==> src/rtl/reg_wb_if.sv <==
// Writeback request bundle for reg_wb_arbiter: main result, R7 link and R6 stack-pointer
// request/ack handshakes with their data. The master drives requests, the slave returns acks.
interface reg_wb_if #(
  parameter int DATA_W = 16
);
  logic              main_req;
  logic [2:0]        main_ir11to9;
  logic [DATA_W-1:0] main_data;
  logic              main_ack;
  logic              link_req;
  logic [DATA_W-1:0] link_data;
  logic              link_ack;
  logic              sp_req;
  logic [DATA_W-1:0] sp_data;
  logic              sp_ack;

  modport master (
    output main_req, main_ir11to9, main_data,
    output link_req, link_data,
    output sp_req, sp_data,
    input  main_ack, link_ack, sp_ack
  );

  modport slave (
    input  main_req, main_ir11to9, main_data,
    input  link_req, link_data,
    input  sp_req, sp_data,
    output main_ack, link_ack, sp_ack
  );
endinterface

==> src/rtl/reg_wb_arbiter.sv <==
// LC-3 register-file write-port arbiter: three one-entry slots (main, R7 link, R6 SP), one write per cycle.
// Build option REG_WB_RR_EN: rotating main->link->sp priority instead of fixed sp>link>main with main aging.
module reg_wb_arbiter #(
  parameter int DATA_W   = 16,
  parameter int MAX_WAIT = 4
) (
  input  logic              clk,
  input  logic              rst_n,
  reg_wb_if.slave           bus,
  output logic              wr_en,
  output logic [1:0]        drmux_sel,
  output logic [2:0]        wr_dr,
  output logic [DATA_W-1:0] wr_data,
  output logic              busy
);
  localparam logic [1:0] SEL_MAIN = 2'b00;
  localparam logic [1:0] SEL_LINK = 2'b01;
  localparam logic [1:0] SEL_SP   = 2'b10;

  logic              main_v_q, main_v_d, link_v_q, link_v_d, sp_v_q, sp_v_d;
  logic [2:0]        main_dr_q, main_dr_d;
  logic [DATA_W-1:0] main_data_q, main_data_d, link_data_q, link_data_d, sp_data_q, sp_data_d;
  logic              wr_en_q, wr_en_d;
  logic [1:0]        sel_q, sel_d;
  logic [2:0]        dr_q, dr_d;
  logic [DATA_W-1:0] wdata_q, wdata_d;
  logic              gnt_main, gnt_link, gnt_sp;
  logic              main_ack, link_ack, sp_ack;

`ifdef REG_WB_RR_EN
  logic [1:0] rr_ptr_q, rr_ptr_d;

  always_comb begin
    gnt_main = 1'b0;
    gnt_link = 1'b0;
    gnt_sp   = 1'b0;
    case (rr_ptr_q)
      SEL_LINK: begin
        if (link_v_q)      gnt_link = 1'b1;
        else if (sp_v_q)   gnt_sp   = 1'b1;
        else if (main_v_q) gnt_main = 1'b1;
      end
      SEL_SP: begin
        if (sp_v_q)        gnt_sp   = 1'b1;
        else if (main_v_q) gnt_main = 1'b1;
        else if (link_v_q) gnt_link = 1'b1;
      end
      default: begin
        if (main_v_q)      gnt_main = 1'b1;
        else if (link_v_q) gnt_link = 1'b1;
        else if (sp_v_q)   gnt_sp   = 1'b1;
      end
    endcase
  end

  // Pointer moves to the source following the one just granted
  always_comb begin
    rr_ptr_d = rr_ptr_q;
    if (gnt_main)      rr_ptr_d = SEL_LINK;
    else if (gnt_link) rr_ptr_d = SEL_SP;
    else if (gnt_sp)   rr_ptr_d = SEL_MAIN;
  end

  always_ff @(posedge clk) begin
    if (!rst_n) rr_ptr_q <= SEL_MAIN;
    else        rr_ptr_q <= rr_ptr_d;
  end
`else
  localparam logic [3:0] MAX_WAIT_C = 4'(MAX_WAIT);

  logic [3:0] main_age_q, main_age_d;

  always_comb begin
    gnt_main = 1'b0;
    gnt_link = 1'b0;
    gnt_sp   = 1'b0;
    if (main_v_q && (main_age_q >= MAX_WAIT_C)) gnt_main = 1'b1;
    else if (sp_v_q)                            gnt_sp   = 1'b1;
    else if (link_v_q)                          gnt_link = 1'b1;
    else if (main_v_q)                          gnt_main = 1'b1;
  end

  // Age counts only cycles where main waits behind another grant; saturates at 15
  always_comb begin
    main_age_d = main_age_q;
    if (!main_v_q || gnt_main)   main_age_d = 4'd0;
    else if (main_age_q != 4'hf) main_age_d = main_age_q + 4'd1;
  end

  always_ff @(posedge clk) begin
    if (!rst_n) main_age_q <= 4'd0;
    else        main_age_q <= main_age_d;
  end
`endif

  // Ack is a function of slot state and grant only, never of the same source's req
  assign main_ack = !main_v_q || gnt_main;
  assign link_ack = !link_v_q || gnt_link;
  assign sp_ack   = !sp_v_q   || gnt_sp;

  assign bus.main_ack = main_ack;
  assign bus.link_ack = link_ack;
  assign bus.sp_ack   = sp_ack;

  // A refill in the grant cycle wins over the drain, so the slot stays valid
  always_comb begin
    main_v_d    = main_v_q;
    main_dr_d   = main_dr_q;
    main_data_d = main_data_q;
    link_v_d    = link_v_q;
    link_data_d = link_data_q;
    sp_v_d      = sp_v_q;
    sp_data_d   = sp_data_q;
    if (bus.main_req && main_ack) begin
      main_v_d    = 1'b1;
      main_dr_d   = bus.main_ir11to9;
      main_data_d = bus.main_data;
    end else if (gnt_main) begin
      main_v_d = 1'b0;
    end
    if (bus.link_req && link_ack) begin
      link_v_d    = 1'b1;
      link_data_d = bus.link_data;
    end else if (gnt_link) begin
      link_v_d = 1'b0;
    end
    if (bus.sp_req && sp_ack) begin
      sp_v_d    = 1'b1;
      sp_data_d = bus.sp_data;
    end else if (gnt_sp) begin
      sp_v_d = 1'b0;
    end
  end

  always_comb begin
    wr_en_d = gnt_main || gnt_link || gnt_sp;
    sel_d   = sel_q;
    dr_d    = dr_q;
    wdata_d = wdata_q;
    if (gnt_sp) begin
      sel_d   = SEL_SP;
      dr_d    = 3'b110;
      wdata_d = sp_data_q;
    end else if (gnt_link) begin
      sel_d   = SEL_LINK;
      dr_d    = 3'b111;
      wdata_d = link_data_q;
    end else if (gnt_main) begin
      sel_d   = SEL_MAIN;
      dr_d    = main_dr_q;
      wdata_d = main_data_q;
    end
  end

  always_ff @(posedge clk) begin
    if (!rst_n) begin
      main_v_q <= 1'b0;
      link_v_q <= 1'b0;
      sp_v_q   <= 1'b0;
      wr_en_q  <= 1'b0;
      sel_q    <= SEL_MAIN;
      dr_q     <= 3'b000;
      wdata_q  <= '0;
    end else begin
      main_v_q <= main_v_d;
      link_v_q <= link_v_d;
      sp_v_q   <= sp_v_d;
      wr_en_q  <= wr_en_d;
      sel_q    <= sel_d;
      dr_q     <= dr_d;
      wdata_q  <= wdata_d;
    end
  end

  always_ff @(posedge clk) begin
    main_dr_q   <= main_dr_d;
    main_data_q <= main_data_d;
    link_data_q <= link_data_d;
    sp_data_q   <= sp_data_d;
  end

  assign wr_en     = wr_en_q;
  assign drmux_sel = sel_q;
  assign wr_dr     = dr_q;
  assign wr_data   = wdata_q;
  assign busy      = main_v_q || link_v_q || sp_v_q;
endmodule
==> src/flat_wrapper.sv <==
// flat-port wrapper written by rule: the top's interface ports become plain ports
module reg_wb_arbiter_flat 
#(
  parameter int DATA_W   = 16,
  parameter int MAX_WAIT = 4
)
  (clk, rst_n, wr_en, drmux_sel, wr_dr, wr_data, busy, bus_main_req, bus_main_ir11to9, bus_main_data, bus_link_req, bus_link_data, bus_sp_req, bus_sp_data, bus_main_ack, bus_link_ack, bus_sp_ack);
  reg_wb_if #(.DATA_W(DATA_W)) bus_i ();
  input  logic clk;
  input  logic rst_n;
  output logic wr_en;
  output logic [1:0] drmux_sel;
  output logic [2:0] wr_dr;
  output logic [DATA_W-1:0] wr_data;
  output logic busy;
  input wire logic [$bits(bus_i.main_req)-1:0] bus_main_req;
  input wire logic [$bits(bus_i.main_ir11to9)-1:0] bus_main_ir11to9;
  input wire logic [$bits(bus_i.main_data)-1:0] bus_main_data;
  input wire logic [$bits(bus_i.link_req)-1:0] bus_link_req;
  input wire logic [$bits(bus_i.link_data)-1:0] bus_link_data;
  input wire logic [$bits(bus_i.sp_req)-1:0] bus_sp_req;
  input wire logic [$bits(bus_i.sp_data)-1:0] bus_sp_data;
  output wire logic [$bits(bus_i.main_ack)-1:0] bus_main_ack;
  output wire logic [$bits(bus_i.link_ack)-1:0] bus_link_ack;
  output wire logic [$bits(bus_i.sp_ack)-1:0] bus_sp_ack;
  assign bus_i.main_req = bus_main_req;
  assign bus_i.main_ir11to9 = bus_main_ir11to9;
  assign bus_i.main_data = bus_main_data;
  assign bus_i.link_req = bus_link_req;
  assign bus_i.link_data = bus_link_data;
  assign bus_i.sp_req = bus_sp_req;
  assign bus_i.sp_data = bus_sp_data;
  assign bus_main_ack = bus_i.main_ack;
  assign bus_link_ack = bus_i.link_ack;
  assign bus_sp_ack = bus_i.sp_ack;
  reg_wb_arbiter #(.DATA_W(DATA_W), .MAX_WAIT(MAX_WAIT)) u_core (.clk(clk), .rst_n(rst_n), .bus(bus_i), .wr_en(wr_en), .drmux_sel(drmux_sel), .wr_dr(wr_dr), .wr_data(wr_data), .busy(busy));
endmodule
==> config.mk <==
export PLATFORM = sky130hd
export DESIGN_NAME = reg_wb_arbiter_flat
export DESIGN_NICKNAME = d
export VERILOG_FILES = /design/src/rtl/reg_wb_if.sv /design/src/rtl/reg_wb_arbiter.sv /design/src/flat_wrapper.sv
export SDC_FILE = /design/constraint.sdc
export NUM_CORES = 1
export LEC_CHECK = 0
export ABC_AREA = 1
export BUFFER_PORTS_ARGS = -buffer_cell sky130_fd_sc_hd__buf_2
export CORE_ASPECT_RATIO = 1.1
export CORE_UTILIZATION = 52
export CTS_BUF_LIST = sky130_fd_sc_hd__clkbuf_16
export DETAILED_ROUTE_END_ITERATION = 12
export HOLD_SLACK_MARGIN = 0.05
export PLACE_DENSITY = 0.79
export SYNTH_ARGS = -nofsm -noshare
export SYNTH_HDL_FRONTEND = slang
export SYNTH_SLANG_ARGS = --single-unit
export TNS_END_PERCENT = 50
==> constraint.sdc <==
create_clock -name clk -period 3.08 [get_ports clk]
set_clock_uncertainty 0.1 [all_clocks]
set_input_delay 0.616 -clock clk [delete_from_list [all_inputs] [get_ports clk]]
set_output_delay 0.616 -clock clk [all_outputs]
set_load 0.005 [all_outputs]
======== After elaboration in Yosys (flattened, before gate mapping) ========
Cells that the tools add are included.
word-level totals
  output and inout bits ................... 26
  input port bits ......................... 56
  word-level logic and storage cells ...... 63
  bits in registers ....................... 80
operators by class
  add/sub/neg operators ................... 1
  reductions and logical operators ........ 21
  magnitude comparators ................... 1
  bitwise operators ....................... 1
  equal/unequal tests ..................... 1
  multiplexer cells ....................... 24
operators with widths
  kind                                                                count
  2-to-1 mux 16 bit                                                   3
  2-to-1 mux 1 bit                                                    15
  2-to-1 mux 3 bit                                                    3
  nonzero test 2 bit                                                  4
  logical OR 1 bit                                                    7
  2-to-1 mux 2 bit                                                    3
  adder 4 x 1 -> 4 bit (second input constant)                        1
  greater-or-equal comparator 4 x 3 -> 1 bit (second input constant)  1
  logical AND 1 bit                                                   4
  != test 4 bit (second input constant)                               1
  OR reduction 2 bit                                                  2
  zero test 1 bit                                                     3
  nonzero test 3 bit                                                  1
  inverter 1 bit                                                      1

======== Longest topological paths before layout ========
Gate-level depths: netlist of the first run.
  word-level depth ........................ 7
  depth in mapped cells ................... 9
  gate-level depth less buffers ........... 8

======== Least setup slack after synthesis of the first run ========
Ideal clock, no wire load.
  path type ............................... register to register
  from .................................... reg u_core.main_age_q[3]
  to ...................................... reg u_core.link_data_q[0] (enable)
  data required time ...................... 2.586 ns
  setup slack ............................. 0.896 ns
  path buffers ............................ 1
  library setup time ...................... 0.394 ns
  data arrival time ....................... 1.690 ns
  stages on the path, launching flop included .. 5
  clock period less this slack ............ 2.184 ns
  path through ............................ dfxtp_1 > o21ai_4 > nand2_2 > buf_2 > a21oi_1
between the ends
  longest elaborated chain between the ends .. 5
RTL lines
  item                                        line                   text
  start, declared                             reg_wb_arbiter.sv:71   logic [3:0] main_age_q, main_age_d;
  start signal, assigned                      reg_wb_arbiter.sv:92   else main_age_q <= main_age_d;
  greater-or-equal comparator 4 x 3 -> 1 bit  reg_wb_arbiter.sv:77   if (main_v_q && (main_age_q >= MAX_WAIT_C)) gnt_main = 1'b1;
  logical AND 1 bit                           reg_wb_arbiter.sv:77
  2-to-1 mux 1 bit                            reg_wb_arbiter.sv:77
  logical OR 1 bit                            reg_wb_arbiter.sv:98   assign link_ack = !link_v_q || gnt_link;
  logical AND 1 bit                           reg_wb_arbiter.sv:121  if (bus.link_req && link_ack) begin
  end signal, assigned                        reg_wb_arbiter.sv:178  link_data_q <= link_data_d;
  end, declared                               reg_wb_arbiter.sv:22   logic [DATA_W-1:0] main_data_q, main_data_d, link_data_q, link_data_d, sp_data_q, sp_data_d;
Every way passes these cells.
A chain may end at the register's enable or synchronous reset.

======== Worst setup path after layout of the first run ========
  from .................................... reg u_core.link_v_q
  to ...................................... out bus_link_ack
between the ends
  longest elaborated chain between the ends .. 4
  elaborated cells on any way between the ends .. 5
  classes of those cells .................. 3 x mux; 2 x reduce/logical
RTL lines
  item                    line                   text
  start, declared         reg_wb_arbiter.sv:20   logic main_v_q, main_v_d, link_v_q, link_v_d, sp_v_q, sp_v_d;
  start signal, assigned  reg_wb_arbiter.sv:166  link_v_q <= link_v_d;
  2-to-1 mux 1 bit        reg_wb_arbiter.sv:79   else if (link_v_q) gnt_link = 1'b1;
  2-to-1 mux 1 bit        reg_wb_arbiter.sv:78   else if (sp_v_q) gnt_sp = 1'b1;
  2-to-1 mux 1 bit        reg_wb_arbiter.sv:77
  logical OR 1 bit *      reg_wb_arbiter.sv:98
  end, declared           flat_wrapper.sv:24     output wire logic [$bits(bus_i.link_ack)-1:0] bus_link_ack;
Mark *: on every way between the ends. The rest lies on a longest branch, timed or not.

==> results of run 1 <==
[placed cells by master (no fill, tap or decap), types with 3 or more instances in the layout]
cell / count
nand2_1: 96
buf_2: 81
nand3_1: 52
edfxtp_1: 51
inv_1: 38
dfxtp_1: 29
clkbuf_16: 9
a21oi_1: 7
inv_2: 3
nor2_4: 3
clkinv_2: 3
buf_4: 3
[per-stage QoR]
stage | utilization | instances | power, W
after floorplan | - | 308 | 0.00144
after global placement | 0.622 | 457 | 0.00153
after detailed placement | 0.622 | 457 | 0.00154
after CTS | 0.671 | 473 | 0.00256
after global routing | 0.671 | 473 | 0.00263
final | 0.671 | 473 | 0.00254
[flip-flops by register name, indices dropped and copies added, names as in the netlist]
| name | flops |
|---|---|
| u_core.main_data_q | 16 |
| u_core.wr_dr | 3 |
| u_core.drmux_sel | 2 |
| u_core.wr_en | 1 |
| u_core.main_dr_q | 3 |
| u_core.link_data_q | 16 |
| u_core.sp_data_q | 16 |
| u_core.main_v_q | 1 |
| u_core.main_age_q | 4 |
| u_core.sp_v_q | 1 |
| u_core.link_v_q | 1 |
| u_core.wr_data | 16 |
[area by class of cell]
class,count,share of cell area
clock inverters,7,0.0164
clock buffers,9,0.0578
repair buffers,84,0.110
multi-input cells,175,0.210
flip-flops and latches,80,0.542
well taps,77,0.0247
inverters,41,0.0395
[cells by family after synthesis]
group / Yosys count / share of synthesized area
adder cells (fa/ha/maj): 1 / 0.00395
XOR/XNOR: 2 / 0.00553
other: 1 / 0.00118
AO/OA/AOI/OAI: 12 / 0.0241
flip-flops: 80 / 0.667
AND/OR/NAND/NOR: 159 / 0.222
buffers and inverters: 53 / 0.0762
[worst paths after layout]
check             depth (start not counted)               endpoint  slack [ps]
setup reg to reg                          5  u_core.link_data_q[1]         830
setup / recovery                          5           bus_link_ack         570
hold / removal                            2     u_core.wr_data[10]         350
hold reg to reg                           2     u_core.wr_data[10]         350
[critical path: cells and delay by family (launching register included)]
family                 cells  cell delay (ps)
buffers and inverters      2              200
DFF                        1              380
and+or+nand+nor            3              870
[routing by layer]
metal | up-vias | track usage
met5 | - | 0
met4 | 0 | 0.110
met3 | 20 | 0.0612
met2 | 111 | 0.375
met1 | 1090 | 0.270
li1 | 1168 | -
[power breakdown]
group / switching [W] / leakage [nW] / internal, W
clock network: 0.000401 / 0.142 / 0.000619
logic: 0.000155 / 0.997 / 0.000101
registers: 0.0000354 / 0.732 / 0.00123
total: 0.000592 / 1.87 / 0.00195
==> flow_metrics.tcl, run 1 <==
set metrics [dict create \
    status "complete, no violations" \
    synth_top_area_frac 0.483 \
    io_pins 82 \
    clk_pin_slew_ps 60 \
    clock_latency_ps 330 \
    holdWs_ps 346 \
    die-area_um2 6410 \
    cts_root_buf "clkbuf_16" \
    drtIter0Drc 202 \
    hp-class "reg2reg" \
    fin_crit_ps 2510 \
    cts_tree "built" \
    fin_crit_sh 0.814 \
    antenna_found_initial 0 \
    synth_nets 365 \
    synth_cell_type_count 25 \
    synth.avg_cell_area_um2 10.3 \
    grt_pass1_wl_mm 10.7 \
    routabilityCongestion 0.836 \
    synth_edf_count 51 \
    wl_met2_mm 3.33 \
    wl_met3_um 433 \
    cts_resized 0 \
    cts_buffer_depth 2 \
    setup_viol 0 \
    slew_viol_final 0 \
    worst_pin_slew_ps 866 \
    start_util 0.546 \
    tns_ps 0 \
    crit_chain "inv_2 -> nor2_4 -> nand2_2 -> nand2_1 -> buf_2" \
    fill_cells 435 \
    layout_setup_ws_ps 572 \
    multiInputGateArea_um2 818 \
    yosysWarnings 0 \
    ir_drop_uv 365 \
    final-seq-area_um2 2110 \
    synth-seq-cells 80 \
    die_y_um 83.9 \
    yosys.area.top_type "edfxtp_1" \
    core_um2 5810 \
    die_w_um 76.4 \
    synth_cells 308 \
    io_buffer_count 81 \
    antennaDiodeCount 0 \
    min-delay-start "u_core.wr_data[10]" \
    nNetsFinal 448 \
    fmax_mhz 399 \
    synthTopCellsByCount "96 x nand2_1, 52 x nand3_1, 51 x edfxtp_1" \
    numCtsBuffers 9 \
    final_area_um2 3900 \
    syn_to_final_growth_pct 23.0 \
    synth_most_common_cell "nand2_1" \
    avgRoutedWirePerCell_um 14.0 \
    leakage_nw 1.87 \
    highest_layer "met4" \
    critPathLaunchType "flop" \
    wl_mm 6.64 \
    placedInstanceArea_um2 3610 \
    antenna_left 0 \
    synth.cell_area_um2 3170 \
    postCtsSetupBuffers 0 \
    num_rows 29 \
    grt_setup_unrepaired "false" \
    post_drt_via_cell_ratio 5.05 \
    clkSinkCount 80 \
    synthArstFlopShare 0 \
    end_kind "output pin" \
    critPathMaxStageDelay_ps 380 \
    cp.required_ps 2360 \
    grt_pass1_vias 2278 \
    cp_slowest_cell "dfxtp_1" \
    grt_usage 0.225 \
    synth-seq-area-share 0.667 \
    slew_headroom 0.422 \
    dpl.hpwl_mm 4.33 \
    wl_met1_mm 2.71 \
    grt_overflow 0 \
    route.detailed.drc 0 \
    worstSetupStartpoint "u_core.link_v_q" \
    vias 2389 \
    htree_levels 3 \
    critical_path_arrival_ps 1790 \
    synth-main-ff-cell "edfxtp_1" \
    critical_path_class "reg2out" \
    drive_gt1_frac 0.283 \
    r2r_start "u_core.link_v_q" \
    pre_cts_slack_ps 834 \
    hold_buffers 0 \
    finalHoldViolCount 0 \
    powerDensity_nw_per_um2 652 \
    grt_start_max_net_pins 23 \
    dr.pass1.iters 5 \
    cp_max_fo 20 \
    cap_violations 0 \
    synthTopCellsByArea "edfxtp_1 48%, dfxtp_1 18%, nand2_1 11%" \
]
(Power assumes the default switching activity.)
==> run 2: changes to the inputs <==
==> constraint.sdc (replaced) <==
create_clock -name clk -period 2.6 [get_ports clk]
set_clock_uncertainty 0.1 [all_clocks]
set_input_delay 0.52 -clock clk [delete_from_list [all_inputs] [get_ports clk]]
set_output_delay 0.52 -clock clk [all_outputs]
set_load 0.005 [all_outputs]
==> run 2 against run 1 <==
Hold slack worse by 88 ps; register-to-register slack worse by 260 ps; flip-flop and latch count stayed put; non-clock buffer count grew 1; worst setup slack got worse by 310 ps; die area did not move; clock power grew 19%; sequential share of layout area fell by 0.087 points; power grew 19%; highest routed layer unchanged.
==> flow_metrics.tcl, run 2 (synthesis gave the netlist of run 1 again) <==
set metrics [dict create \
    grt_pass1_vias 2165 \
    grt_pass1_wl_mm 10.5 \
    dpl.hpwl_mm 4.22 \
    status "complete, no violations" \
    leakage_nw 1.87 \
    setup_viol 0 \
    io_pins 82 \
    cts_resized 0 \
    antenna_found_initial 0 \
    io_buffer_count 81 \
    hp-class "in2reg" \
    cts_root_buf "clkbuf_16" \
    cts_buffer_depth 2 \
    grt_overflow 0 \
    slew_headroom 0.431 \
    end_kind "output pin" \
    nNetsFinal 449 \
    reg2reg_to "u_core.link_data_q[0]" \
    post_drt_via_cell_ratio 4.90 \
    grt_usage 0.226 \
    final_common_cell "nand2_1" \
    worst_pin_slew_ps 853 \
    antenna_left 0 \
    min-delay-start "bus_sp_data[2]" \
    holdWs_ps 257 \
    cap_violations 0 \
    critical_path_class "reg2out" \
    start_util 0.546 \
    postCtsSetupBuffers 0 \
    route.detailed.drc 0 \
    hold_depth 1 \
    die_w_um 76.4 \
    fmax_mhz 428 \
    hold_buffers 0 \
    vias 2321 \
    htree_levels 3 \
    core_um2 5810 \
    min_to "u_core.sp_data_q[2]" \
    die-area_um2 6410 \
    cp_max_fo 19 \
    dr.pass1.iters 4 \
    grt_start_max_net_pins 24 \
    fin_crit_sh 0.898 \
    clock_latency_ps 330 \
    syn_to_final_growth_pct 23.2 \
    finalHoldViolCount 0 \
    grt_setup_unrepaired "false" \
    drtIter0Drc 154 \
    numCtsBuffers 9 \
    routabilityCongestion 0.793 \
    powerDensity_nw_per_um2 773 \
    tns_ps 0 \
    cp.required_ps 1980 \
    fill_cells 466 \
    drive_gt1_frac 0.282 \
    avgRoutedWirePerCell_um 14.0 \
    clkSinkCount 80 \
    fin_crit_ps 2330 \
    cts_tree "built" \
    clk_pin_slew_ps 60 \
    layout_common_cells "96 x nand2_1, 81 x buf_2, 52 x nand3_1" \
    critical_path_arrival_ps 1710 \
    critPathLaunchType "flop" \
    slew_viol_final 0 \
    die_y_um 83.9 \
    wl_mm 6.64 \
    r2r_start "u_core.link_v_q" \
    num_rows 29 \
    final_util 0.672 \
    reg2reg_depth 5 \
    antennaDiodeCount 0 \
    ff2ff_setup_slack_ps 570 \
    ir_drop_uv 529 \
]
[run 2: worst max-delay path, cell delays in order (launching register included)]
cell     delay, ps
dfxtp_1        390
inv_2           80
nor2_4         360
nand2_2        110
buf_4          230
nand2_1        100
buf_2          110
[run 2: layer usage]
layer,wire (µm),track usage,part of all wire
met5,0,0,0
met3,455,0.0623,0.068
met2,3160,0.348,0.48
met4,246,0.133,0.037
met1,2780,0.285,0.42
[run 2: layout make-up]
| class | count | area (µm²) | area share |
|---|---|---|---|
| multi-input combinational | 175 | 818 | 0.210 |
| inverter | 41 | 154 | 0.0394 |
| clock buffer | 9 | 225 | 0.0577 |
| tap | 77 | 96.3 | 0.0247 |
| sequential | 80 | 2110 | 0.541 |
| clock inverter | 7 | 62.6 | 0.0160 |
| timing repair buffer | 85 | 435 | 0.112 |
[run 2: stage by stage]
stage               power (W)  worst slack, ps  cells  instance area (µm²)
floorplan             0.00170              416    308                 3170
global placement      0.00182              680    458                 3620
detailed placement    0.00183              590    458                 3620
CTS                   0.00304              259    474                 3900
global route          0.00313              163    474                 3900
finish                0.00302              266    474                 3900
[run 2: how the worst max path moves through the flow]
| stage | depth (start not counted) | from | endpoint |
|---|---|---|---|
| floorplan | 4 | u_core.main_age_q[3] | u_core.link_data_q[0] |
| global placement | 6 | u_core.link_v_q | bus_link_ack |
| detailed placement | 6 | u_core.main_age_q[2] | u_core.main_data_q[14] |
| CTS | 6 | u_core.link_v_q | bus_link_ack |
| global route | 6 | u_core.link_v_q | bus_link_ack |
| finish | 6 | u_core.link_v_q | bus_link_ack |
[run 2: power by group]
group / leakage, nW / internal, W / switching (W) / total (W)
Sequential: 0.732 / 0.00146 / 0.0000403 / 0.00150
Clock: 0.136 / 0.000732 / 0.000481 / 0.00121
Combinational: 1.00 / 0.000122 / 0.000185 / 0.000306
==> run 3: changes to the inputs <==
--- a/config.mk
+++ b/config.mk
@@ -12,7 +12,7 @@
 export CTS_BUF_LIST = sky130_fd_sc_hd__clkbuf_16
 export DETAILED_ROUTE_END_ITERATION = 12
 export HOLD_SLACK_MARGIN = 0.05
-export PLACE_DENSITY = 0.79
+export PLACE_DENSITY = 0.76
 export SYNTH_ARGS = -nofsm -noshare
 export SYNTH_HDL_FRONTEND = slang
 export SYNTH_SLANG_ARGS = --single-unit
==> run 3 against run 2 <==
Final cell count is 0.21% higher; final area hardly changed; hold slack gained 5.6 ps; largest power group unchanged.
==> flow_metrics.tcl, run 3 (synthesis gave the netlist of run 1 again) <==
set metrics [dict create \
    grt_pass1_vias 2233 \
    worst-path-buf-inv 1 \
    path_delay_family "flip-flops" \
    grt_start_max_net_pins 34 \
    wl_met3_um 318 \
    antenna_found_initial 0 \
    status "complete, no violations" \
    routabilityCongestion 0.778 \
    cts_buffer_depth 2 \
    layout_common_cells "96 x nand2_1, 81 x buf_2, 52 x nand3_1" \
    pre_cts_slack_ps 685 \
    postCtsSetupBuffers 0 \
    clkSinkCount 80 \
    final_area_um2 3910 \
    fmax_mhz 448 \
    grt_pass1_wl_mm 10.5 \
    cts_resized 0 \
    avgRoutedWirePerCell_um 13.9 \
    finalHoldViolCount 0 \
    htree_levels 3 \
    fin_crit_sh 0.859 \
    numCtsBuffers 9 \
    dr.pass1.iters 4 \
    antennaDiodeCount 0 \
    core_um2 5810 \
    critPathMaxStageDelay_ps 540 \
    drive_gt1_frac 0.281 \
    post_drt_via_cell_ratio 4.77 \
    end_kind "output pin" \
    cts_root_buf "clkbuf_16" \
    syn_to_final_growth_pct 23.3 \
    layout.cells.non_filler 475 \
    placedInstanceArea_um2 3620 \
    die_w_um 76.4 \
    crit_chain "o21ai_4 -> nand2_2 -> nand2_1 -> buf_2" \
    wl_met2_mm 3.33 \
    critical_path_class "reg2out" \
    slew_viol_final 0 \
    ff2ff_setup_slack_ps 690 \
    tns_ps 0 \
    powerDensity_nw_per_um2 767 \
    layout_setup_ws_ps 367 \
    grt_setup_unrepaired "false" \
    hp-class "in2reg" \
    grt_overflow 0 \
    clock_latency_ps 330 \
    highest_layer "met4" \
    wl_mm 6.61 \
    grt_usage 0.224 \
    final_common_cell "nand2_1" \
    cp_slowest_cell "dfxtp_1" \
    clk_pin_slew_ps 60 \
    nNetsFinal 450 \
    wl_met1_mm 2.80 \
    cp.required_ps 1980 \
    leakage_nw 1.89 \
    setup_viol 0 \
    critPathLaunchType "flop" \
    critical_path_arrival_ps 1610 \
    placed_cells 459 \
    start_util 0.546 \
    drtIter0Drc 95 \
    hold_buffers 0 \
    num_rows 29 \
    cts_tree "built" \
    ir_drop_uv 641 \
    die-area_um2 6410 \
    io_buffer_count 81 \
    fin_crit_ps 2230 \
    worst_pin_slew_ps 624 \
    antenna_left 0 \
    io_pins 82 \
    cp_max_fo 20 \
    dpl.hpwl_mm 4.40 \
    cap_violations 0 \
    vias 2267 \
    slew_headroom 0.583 \
    die_y_um 83.9 \
    route.detailed.drc 0 \
]
[run 3: changes by cell type in the layout (fill, tap and decap cells not counted)]
| cell | before | now |
|---|---|---|
| buf_4 | 4 | 5 |
| clkinv_2 | 2 | 3 |
| clkinvlp_4 | 2 | 0 |
| clkinv_1 | 3 | 2 |
| inv_1 | 37 | 39 |
[run 3: path summary, 6_finish.rpt]
| path | to | startpoint | depth (start not counted) |
|---|---|---|---|
| worst max-delay path | bus_link_ack | u_core.main_v_q | 4 |
| worst min register to register | u_core.wr_data[15] | u_core.wr_data[15] | 2 |
| worst max register to register | u_core.main_data_q[9] | u_core.sp_v_q | 8 |
| worst min-delay path | u_core.link_data_q[3] | bus_link_data[3] | 1 |
[run 3: power by group]
part / total, W / internal, W / switching, W
Clock: 0.00119 / 0.000727 / 0.000463
Sequential: 0.00150 / 0.00146 / 0.0000403
Combinational: 0.000306 / 0.000123 / 0.000183
Total: 0.00299 / 0.00231 / 0.000686
[run 3: per-stage QoR]
stage	hold slack, ps	total power, W	utilization
after global placement	330	0.00182	0.624
after global routing	257	0.00310	0.673
final	263	0.00299	0.673
after CTS	256	0.00301	0.673
after floorplan	346	0.00170	-
after detailed placement	334	0.00183	0.624
[run 3: layer usage]
layer	vias up	global-route usage
li1	1173	-
met1	1013	0.265
met2	70	0.388
met3	11	0.0546
met4	0	0.0927
met5	-	0
[run 3: layout make-up]
type	count	area (µm²)
well taps	77	96.3
inverters	41	154
fillers	461	1900
multi-input cells	175	818
clock inverters	7	56.3
flip-flops and latches	80	2110
clock buffers	9	225
repair buffers	86	443
